File: src/rtl/raster_pkg.sv
// Shared line-command type, dispatcher state encoding and screen constants.
package raster_pkg;

    localparam int FULL_WIDTH  = 640;
    localparam int FULL_HEIGHT = 480;
    localparam int HALF_WIDTH  = FULL_WIDTH / 2;
    localparam int HALF_HEIGHT = FULL_HEIGHT / 2;

    typedef struct packed {
        logic signed [12:0] start_x;
        logic signed [12:0] start_y;
        logic signed [12:0] end_x;
        logic signed [12:0] end_y;
        logic        [3:0]  color;
    } line_cmd_t;

    typedef enum logic [2:0] {
        IDLE,
        ARB,
        ISSUE,
        WAIT,
        FDONE
    } disp_state_t;

endpackage

File: src/rtl/rr_arbiter.sv
// Round-robin one-hot grant; the search begins at ptr+1 and wraps, so ptr has lowest priority.
// Latency: purely combinational.
// Backpressure: none; the grant depends only on req and ptr.
module rr_arbiter #(
    parameter int N   = 2,
    parameter int IDW = (N > 1) ? $clog2(N) : 1
) (
    input  logic [N-1:0]   req,
    input  logic [IDW-1:0] ptr,
    output logic [N-1:0]   gnt,
    output logic [IDW-1:0] gnt_id,
    output logic           any
);

    logic [IDW-1:0] idx;

    always_comb begin
        gnt    = '0;
        gnt_id = '0;
        any    = 1'b0;
        idx    = '0;
        for (int k = 1; k <= N; k++) begin
            idx = IDW'((int'(ptr) + k) % N);
            if (!any && req[idx]) begin
                any      = 1'b1;
                gnt[idx] = 1'b1;
                gnt_id   = idx;
            end
        end
    end

endmodule

File: src/rtl/raster_dispatcher.sv
// Feeds line commands from N_SRC sources, round-robin, into one shared rasterizer; guards each line with a watchdog.
// Latency: grant is combinational in ARB, issue the cycle after the handshake, back in ARB the cycle after done.
// Backpressure: stalls in ISSUE while rast_ready is low; sources are never granted outside ARB.
module raster_dispatcher
    import raster_pkg::*;
#(
    parameter int N_SRC   = 2,
    parameter int TIMEOUT = 4095,
    parameter int IDW     = (N_SRC > 1) ? $clog2(N_SRC) : 1
) (
    input  logic                    clk,
    input  logic                    rst,
    input  logic                    frame_start,
    input  logic [N_SRC-1:0]        src_valid,
    input  logic [N_SRC-1:0]        src_last,
    input  line_cmd_t [N_SRC-1:0]   src_cmd,
    output logic [N_SRC-1:0]        src_ready,
    output logic signed [12:0]      rast_start_x,
    output logic signed [12:0]      rast_end_x,
    output logic signed [12:0]      rast_start_y,
    output logic signed [12:0]      rast_end_y,
    output logic [3:0]              rast_color,
    output logic                    rast_ready_in,
    input  logic                    rast_ready,
    input  logic                    rast_done,
    output logic                    busy,
    output logic [IDW-1:0]          grant_id,
    output logic [15:0]             line_count,
    output logic                    frame_done,
    output logic                    timeout_err
);

    localparam int WDW = (TIMEOUT > 2) ? $clog2(TIMEOUT) : 1;

    disp_state_t      state_q;
    logic [IDW-1:0]   rr_ptr_q;
    logic [IDW-1:0]   grant_id_q;
    line_cmd_t        hold_q;
    logic             cur_last_q;
    logic [N_SRC-1:0] last_seen_q;
    logic [N_SRC-1:0] last_seen_d;
    logic [15:0]      line_count_q;
    logic             timeout_err_q;
    logic [WDW-1:0]   wd_q;

    logic [N_SRC-1:0] arb_req;
    logic [N_SRC-1:0] arb_gnt;
    logic [IDW-1:0]   arb_id;
    logic             arb_any;
    logic             wd_expired;

    // Sources that already delivered their final line sit out the rest of the frame.
    assign arb_req = src_valid & ~last_seen_q;

    rr_arbiter #(.N(N_SRC), .IDW(IDW)) u_arb (
        .req    (arb_req),
        .ptr    (rr_ptr_q),
        .gnt    (arb_gnt),
        .gnt_id (arb_id),
        .any    (arb_any)
    );

    assign src_ready     = (state_q == ARB) ? arb_gnt : '0;
    assign rast_ready_in = (state_q == ISSUE) && rast_ready;
    assign wd_expired    = (wd_q == WDW'(TIMEOUT - 1));

    always_comb begin
        last_seen_d = last_seen_q;
        if (cur_last_q) begin
            last_seen_d[grant_id_q] = 1'b1;
        end
    end

    always_ff @(posedge clk or negedge rst) begin
        if (!rst) begin
            state_q       <= IDLE;
            rr_ptr_q      <= IDW'(N_SRC - 1);
            grant_id_q    <= '0;
            hold_q        <= '0;
            cur_last_q    <= 1'b0;
            last_seen_q   <= '0;
            line_count_q  <= '0;
            timeout_err_q <= 1'b0;
            wd_q          <= '0;
        end else begin
            case (state_q)
                IDLE: begin
                    if (frame_start) begin
                        state_q       <= ARB;
                        line_count_q  <= '0;
                        last_seen_q   <= '0;
                        timeout_err_q <= 1'b0;
                    end
                end
                ARB: begin
                    if (arb_any) begin
                        hold_q     <= src_cmd[arb_id];
                        cur_last_q <= src_last[arb_id];
                        grant_id_q <= arb_id;
                        rr_ptr_q   <= arb_id;
                        state_q    <= ISSUE;
                    end
                end
                ISSUE: begin
                    if (rast_ready) begin
                        state_q <= WAIT;
                        wd_q    <= '0;
                    end
                end
                WAIT: begin
                    // A done arriving on the expiry cycle still counts as a clean finish.
                    if (rast_done || wd_expired) begin
                        if (!rast_done) begin
                            timeout_err_q <= 1'b1;
                        end
                        if (line_count_q != 16'hFFFF) begin
                            line_count_q <= line_count_q + 16'd1;
                        end
                        last_seen_q <= last_seen_d;
                        state_q     <= (&last_seen_d) ? FDONE : ARB;
                    end else begin
                        wd_q <= wd_q + WDW'(1);
                    end
                end
                FDONE: begin
                    state_q <= IDLE;
                end
                default: begin
                    state_q <= IDLE;
                end
            endcase
        end
    end

    assign rast_start_x = hold_q.start_x;
    assign rast_start_y = hold_q.start_y;
    assign rast_end_x   = hold_q.end_x;
    assign rast_end_y   = hold_q.end_y;
    assign rast_color   = hold_q.color;
    assign busy         = (state_q != IDLE);
    assign grant_id     = grant_id_q;
    assign line_count   = line_count_q;
    assign frame_done   = (state_q == FDONE);
    assign timeout_err  = timeout_err_q;

endmodule
File: config.mk
export PLATFORM = sky130hd
export DESIGN_NAME = raster_dispatcher
export DESIGN_NICKNAME = d
export VERILOG_FILES = /design/src/rtl/raster_pkg.sv /design/src/rtl/rr_arbiter.sv /design/src/rtl/raster_dispatcher.sv
export SDC_FILE = /design/constraint.sdc
export NUM_CORES = 1
export LEC_CHECK = 0
export CAP_MARGIN = 20
export CORE_ASPECT_RATIO = 0.8
export CORE_MARGIN = 2
export CORE_UTILIZATION = 46
export DETAILED_ROUTE_END_ITERATION = 8
export HOLD_SLACK_MARGIN = 0.15
export PLACE_DENSITY = 0.94
export SLEW_MARGIN = 40
export SYNTH_ARGS = -nofsm -noshare
export SYNTH_HDL_FRONTEND = slang
export SYNTH_SLANG_ARGS = --single-unit
File: constraint.sdc
create_clock -name clk -period 3.7 [get_ports clk]
set_clock_uncertainty 0.05 [all_clocks]
set_input_delay 0.74 -clock clk [delete_from_list [all_inputs] [get_ports clk]]
set_output_delay 0.74 -clock clk [all_outputs]
set_load 0.01 [all_outputs]
==> run summary, run 1 <==
Hold Buf Count CTS: 0
Crit Path Class: reg2out
Final setup fails: 0
Synth area leaders: dfrtp_1 (49%), mux2i_1 (12%), o21ai_0 (8.1%)
Startpoint types: flop
Power Density: 691 nW/um2
EDFF count, synth: 0
CTS tree: built
Total core area: 10100 um2
Busiest grt layer: met2
FF+latch count, synth: 93
Pins Over Slew Limit: 0
Sequential-to-total area share from yosys stat: 49.2%
Netlist cell types: 44
# IOs: 200
Post-synthesis cell area: 4730 um2
Cell Chain, Critical Path: nor3b_1, o21ai_0, nor2_1, clkdlybuf4s50_1
Post-DP HPWL: 10100 um
Die Area: 11100 um2
Leak Pwr: 3.04 nW
Fin crit share: 88.3%
Critical-path maximum fanout: 13
Total clock sinks: 93
Final-report hold violation count: 0
Fin nets: 794
Post-CTS Resized: 0
Commonest non-fill, non-tap cell in the layout: clkdlybuf4s50_1
First-pass GRT wire length: 23000 um
Worst-margin pin slew: 0.741 ns
CP max stage delay: 0.67 ns
Number of global-route vias before repair: 4579
GP Congestion: 0.867
Worst path bufs/invs: 1
Clock transition at path regs: 0.06 ns
# Max-Cap Violations: 0
Yosys top cell area share: 48.7%
Crit path required time: 2.91 ns
CTS HTree Levels: 3
Synthesized area per cell: 9.73 um2
Met3 Usage GRT: 9.24%
Worst hold path type: in2async
Share of synthesized registers carrying an async set or reset: 100%
# DRC: 0
Antenna diodes: 0
Fillcell total: 731
Main flop type after synthesis: dfrtp_1
IR drop worst, VDD: 0.552 mV
Initial Util: 46.8%
Largest net degree at the start of global routing: 117
Critical Path End Type: output pin
CP arrival: 2.48 ns
Yosys top cell by area: dfrtp_1
Status: completed
Global Route met1 Usage: 29.1%
DRT Pass-1 Iters: 5
Syn Inst Count: 486
CTS buffer count: 9
Clock latency on the worst-skew pair: 0.34 ns
Family with the most delay on the worst path: simple AND/OR/NAND/NOR gates
Total congestion overflow: 0
Final wirelength: 14200 um
GRT Util Overall: 26.1%
Syn. warnings: 0
Most frequent cells in the layout: clkdlybuf4s50_1 (198), dfrtp_1 (92), nand2_1 (80)
Post-CTS setup buffer count: 0
RSZ-0062 raised after global routing: false
Layout area overhead: 51.6%
Wire per inst: 17.5 um
DIE HEIGHT: 94.7 um
Final Critical Period: 3.27 ns
Critical-path cell with the highest stage delay: nor3b_1
Share of the core filled with cells: 70.9%
Antenna Nets Post-Route: 0
Achievable Freq: 306 MHz
Root Driver: clkbuf_16
Share of layout cells above drive strength 1: 4.74%
Buffer levels on the longest clock path: 2
Buffers on Ports: 199
Synth Net Count: 610
Vias/cell: 5.55
Max_slew headroom: 50.5%
Detailed router's first-iteration violation count: 419
Sum Neg Setup Slack: 0 ns
Rows: 33
M2 GR Usage: 46.8%
Antenna violations before repair: 0
Die Width: 117 um
Total number of vias: 4525
[metrics by stage]
stage                     cell area, um2  hold WS [ns]  setup slack, ns  cells  total power, mW
after floorplan                     4730         0.394             1.09    486             2.78
after global placement              6810         0.411            0.676    799             3.74
after detailed placement            6830         0.420            0.551    799             3.87
after CTS                           7170         0.338            0.452    815             4.98
after global routing                7170         0.363            0.254    815             5.26
final                               7170         0.321            0.433    815             4.95
[sequential cells by signal, indices dropped and copies added (netlist names)]
register	cells
cur_last_q	1
grant_id	1
last_seen_q	2
line_count	16
rast_color	4
rast_end_x	13
rast_end_y	13
rast_start_x	13
rast_start_y	13
rr_ptr_q	1
state_q	3
timeout_err	1
wd_q	12
[synth_stat cells (all sizes together) (3+ instances only)]
master	count
nand4	4
mux2i	58
nand2b	5
buf	10
o41ai	9
ha	3
a2bb2oi	5
or3	3
dfrtp	92
and3	6
inv	9
nor2	16
a31oi	6
clkbuf	20
nand3	15
o21ai	79
nor3	7
and2	3
nand2	82
o31ai	22
a21oi	9
[power breakdown]
group          switching (mW)  internal (mW)
sequential              0.279           1.39
combinational            1.14           1.08
clock                   0.388          0.679
total                    1.81           3.14
[layer usage]
metal / wire length, um / up-vias / share of wire, %
met1: 5320 / 2141 / 37
met4: 313 / 0 / 2.2
met5: 0 / - / 0
met2: 7270 / 235 / 51
li1: - / 2123 / -
met3: 1340 / 26 / 9.4
[path summary, 6_finish.rpt]
check,depth (start not counted),slack [ns],to,from
hold reg to reg,2,0.43,rast_end_y[9]$_DFFE_PN0P_,rast_end_y[9]$_DFFE_PN0P_
max in group asynchronous,2,2.51,rast_end_y[0]$_DFFE_PN0P_,rst
min in group clk,2,0.43,rast_end_y[9]$_DFFE_PN0P_,rast_end_y[9]$_DFFE_PN0P_
setup reg to reg,6,0.95,line_count[7]$_DFFE_PN0P_,line_count[0]$_DFFE_PN0P_
setup / recovery,4,0.43,src_ready[0],state_q[0]$_DFFE_PN0P_
hold / removal,1,0.32,wd_q[9]$_DFFE_PN0P_,rst
[worst register-to-register path: cells and delay by family, from the launching register on]
family,cells,cell delay (ns)
AO/OA/AOI/OAI,1,0.22
adder cells (fa/ha/maj),1,0.25
flip-flops,1,0.43
AND/OR/NAND/NOR,4,1.72
[final cells by class]
cell class / instances / area (um2) / area share [%]
sequential: 93 / 2330 / 32.5
multi-input combinational: 354 / 2270 / 31.6
timing repair buffer: 203 / 2020 / 28.2
clock buffer: 12 / 246 / 3.44
tap: 140 / 175 / 2.44
clock inverter: 4 / 95.1 / 1.33
inverter: 9 / 33.8 / 0.471
[logic make-up (layout without fill, tap and decap cells)]
family / Yosys count / after routing / synth area share (%)
AND/OR/NAND/NOR: 148 / 148 / 14.3
AO/OA/AOI/OAI: 142 / 142 / 19.1
flip-flops: 93 / 93 / 49.2
multiplexers: 60 / 60 / 12.8
buffers and inverters: 39 / 228 / 3.62
adder cells (fa/ha/maj): 3 / 3 / 0.794
XOR/XNOR: 1 / 1 / 0.185
(Power assumes the default switching activity.)
==> run 2: changes to the inputs <==
CORE_UTILIZATION = 39   (was 46)
PLACE_DENSITY = 0.85   (was 0.94)
clock period = 2.8 ns   (was 3.7 ns; I/O delays follow)
==> run 2 against run 1 <==
  * Critical path depth up 2
  * Non-clock buffer count grew 6
  * First-iteration DRC count fell by 53%
  * Combinational power rose by 33%
  * Total power increased by 33%
  * Sequential power rose by 32%
  * Clock-buffer cell count shrank 3
  * Core utilization decreased by 9.0 points
  * Largest power group unchanged
==> run summary, run 2 (synthesis results as in run 1) <==
Startpoint types: input port
First-pass GRT wire length: 22400 um
Largest net degree at the start of global routing: 117
# DRC: 0
Root Driver: clkbuf_16
Share of layout cells above drive strength 1: 5.58%
Total number of vias: 4447
Post-CTS setup buffer count: 0
Status: completed
Sum Neg Setup Slack: 0 ns
# IOs: 200
Final wirelength: 14000 um
IR drop worst, VDD: 0.569 mV
Critical-path maximum fanout: 4
Post-DP HPWL: 10500 um
Initial Util: 40.4%
GRT Util Overall: 21.8%
Antenna Nets Post-Route: 0
Worst hold path type: in2async
Final-report hold violation count: 0
Antenna diodes: 0
Achievable Freq: 369 MHz
Antenna violations before repair: 0
Worst-margin pin slew: 0.624 ns
Fin nets: 800
Buffers on Ports: 199
# Max-Cap Violations: 0
Total congestion overflow: 0
Max FFs per register: 16
Rows: 35
Die Area: 13000 um2
Min Hold Slack: 0.146 ns
DRT Pass-1 Iters: 4
Number of global-route vias before repair: 4668
Pins Over Slew Limit: 0
RSZ-0062 raised after global routing: false
Clock latency on the worst-skew pair: 0.34 ns
Worst Reg-to-Reg Cells: 7
Final Critical Period: 2.71 ns
Total clock sinks: 93
Vias/cell: 5.36
Buffer levels on the longest clock path: 2
Share of the core filled with cells: 61.9%
Crit path required time: 2.19 ns
Final setup fails: 0
DIE HEIGHT: 102 um
Crit Path Class: in2out
Die Width: 127 um
Detailed router's first-iteration violation count: 199
Hold Buf Count CTS: 0
Total core area: 11700 um2
Clock transition at path regs: 0.07 ns
Post-CTS Resized: 0
Power Density: 907 nW/um2
GP Congestion: 0.827
Max_slew headroom: 58.4%
Layout area overhead: 53.0%
CP arrival: 2.10 ns
Wire per inst: 16.9 um
CTS tree: built
Most frequent cells in the layout: clkdlybuf4s50_1 (198), dfrtp_1 (92), nand2_1 (81)
CTS buffer count: 9
CTS HTree Levels: 3
Leak Pwr: 3.08 nW
Critical Path End Type: output pin
Fin crit share: 96.7%
Commonest non-fill, non-tap cell in the layout: clkdlybuf4s50_1
==> run 2: cell count changes in the layout (fill, tap and decap cells not counted), sizes merged <==
cell and change:
clkinv +2, buf +6, inv +1, clkbuf -3
==> run 2: worst paths after layout <==
kind / slack (ns) / endpoint / start
min in group clk: 0.43 / rast_end_y[7]$_DFFE_PN0P_ / rast_end_y[7]$_DFFE_PN0P_
min reg2reg: 0.43 / rast_end_y[7]$_DFFE_PN0P_ / rast_end_y[7]$_DFFE_PN0P_
max in group asynchronous: 1.73 / rr_ptr_q$_DFFE_PN1P_ / rst
min: 0.15 / rast_start_x[4]$_DFFE_PN0P_ / rst
max reg2reg: 0.36 / line_count[10]$_DFFE_PN0P_ / line_count[1]$_DFFE_PN0P_
max: 0.09 / src_ready[1] / src_valid[1]
==> run 2: final cells by class <==
class | instances | area, um2
well taps | 148 | 185
fillers | 945 | 4460
flip-flops and latches | 93 | 2330
repair buffers | 209 | 2090
clock buffers | 9 | 225
inverters | 9 | 33.8
clock inverters | 7 | 121
multi-input cells | 354 | 2250
==> run 2: per-stage QoR <==
stage / instances / total power, mW / cell area (um2) / setup WS, ns
4_1_cts: 829 / 6.62 / 7240 / 0.0913
3_5_place_dp: 813 / 5.18 / 6890 / 0.0907
3_3_place_gp: 813 / 5.05 / 6890 / 0.139
6_report: 829 / 6.56 / 7240 / 0.0925
2_1_floorplan: 486 / 3.67 / 4730 / 0.553
5_1_grt: 829 / 7.00 / 7240 / 0.0209
==> run 2: where the power goes <==
part,internal (mW),switching [mW]
Combinational,1.48,1.47
Clock,0.877,0.534
Sequential,1.83,0.363
==> run 2: critical path: stages <==
cell,delay (ns)
clkdlybuf4s50_1,0.47
nand2b_1,0.13
a31oi_4,0.22
nand2_1,0.12
inv_1,0.07
clkdlybuf4s50_1,0.53
==> run 2: metal layers <==
layer | share of wire, % | up-vias | global-route usage, %
met3 | 9.6 | 16 | 8.98
met2 | 51 | 172 | 38.7
met4 | 1.5 | 0 | 5.49
li1 | - | 2140 | -
met1 | 38 | 2119 | 25.0
met5 | 0 | - | 0
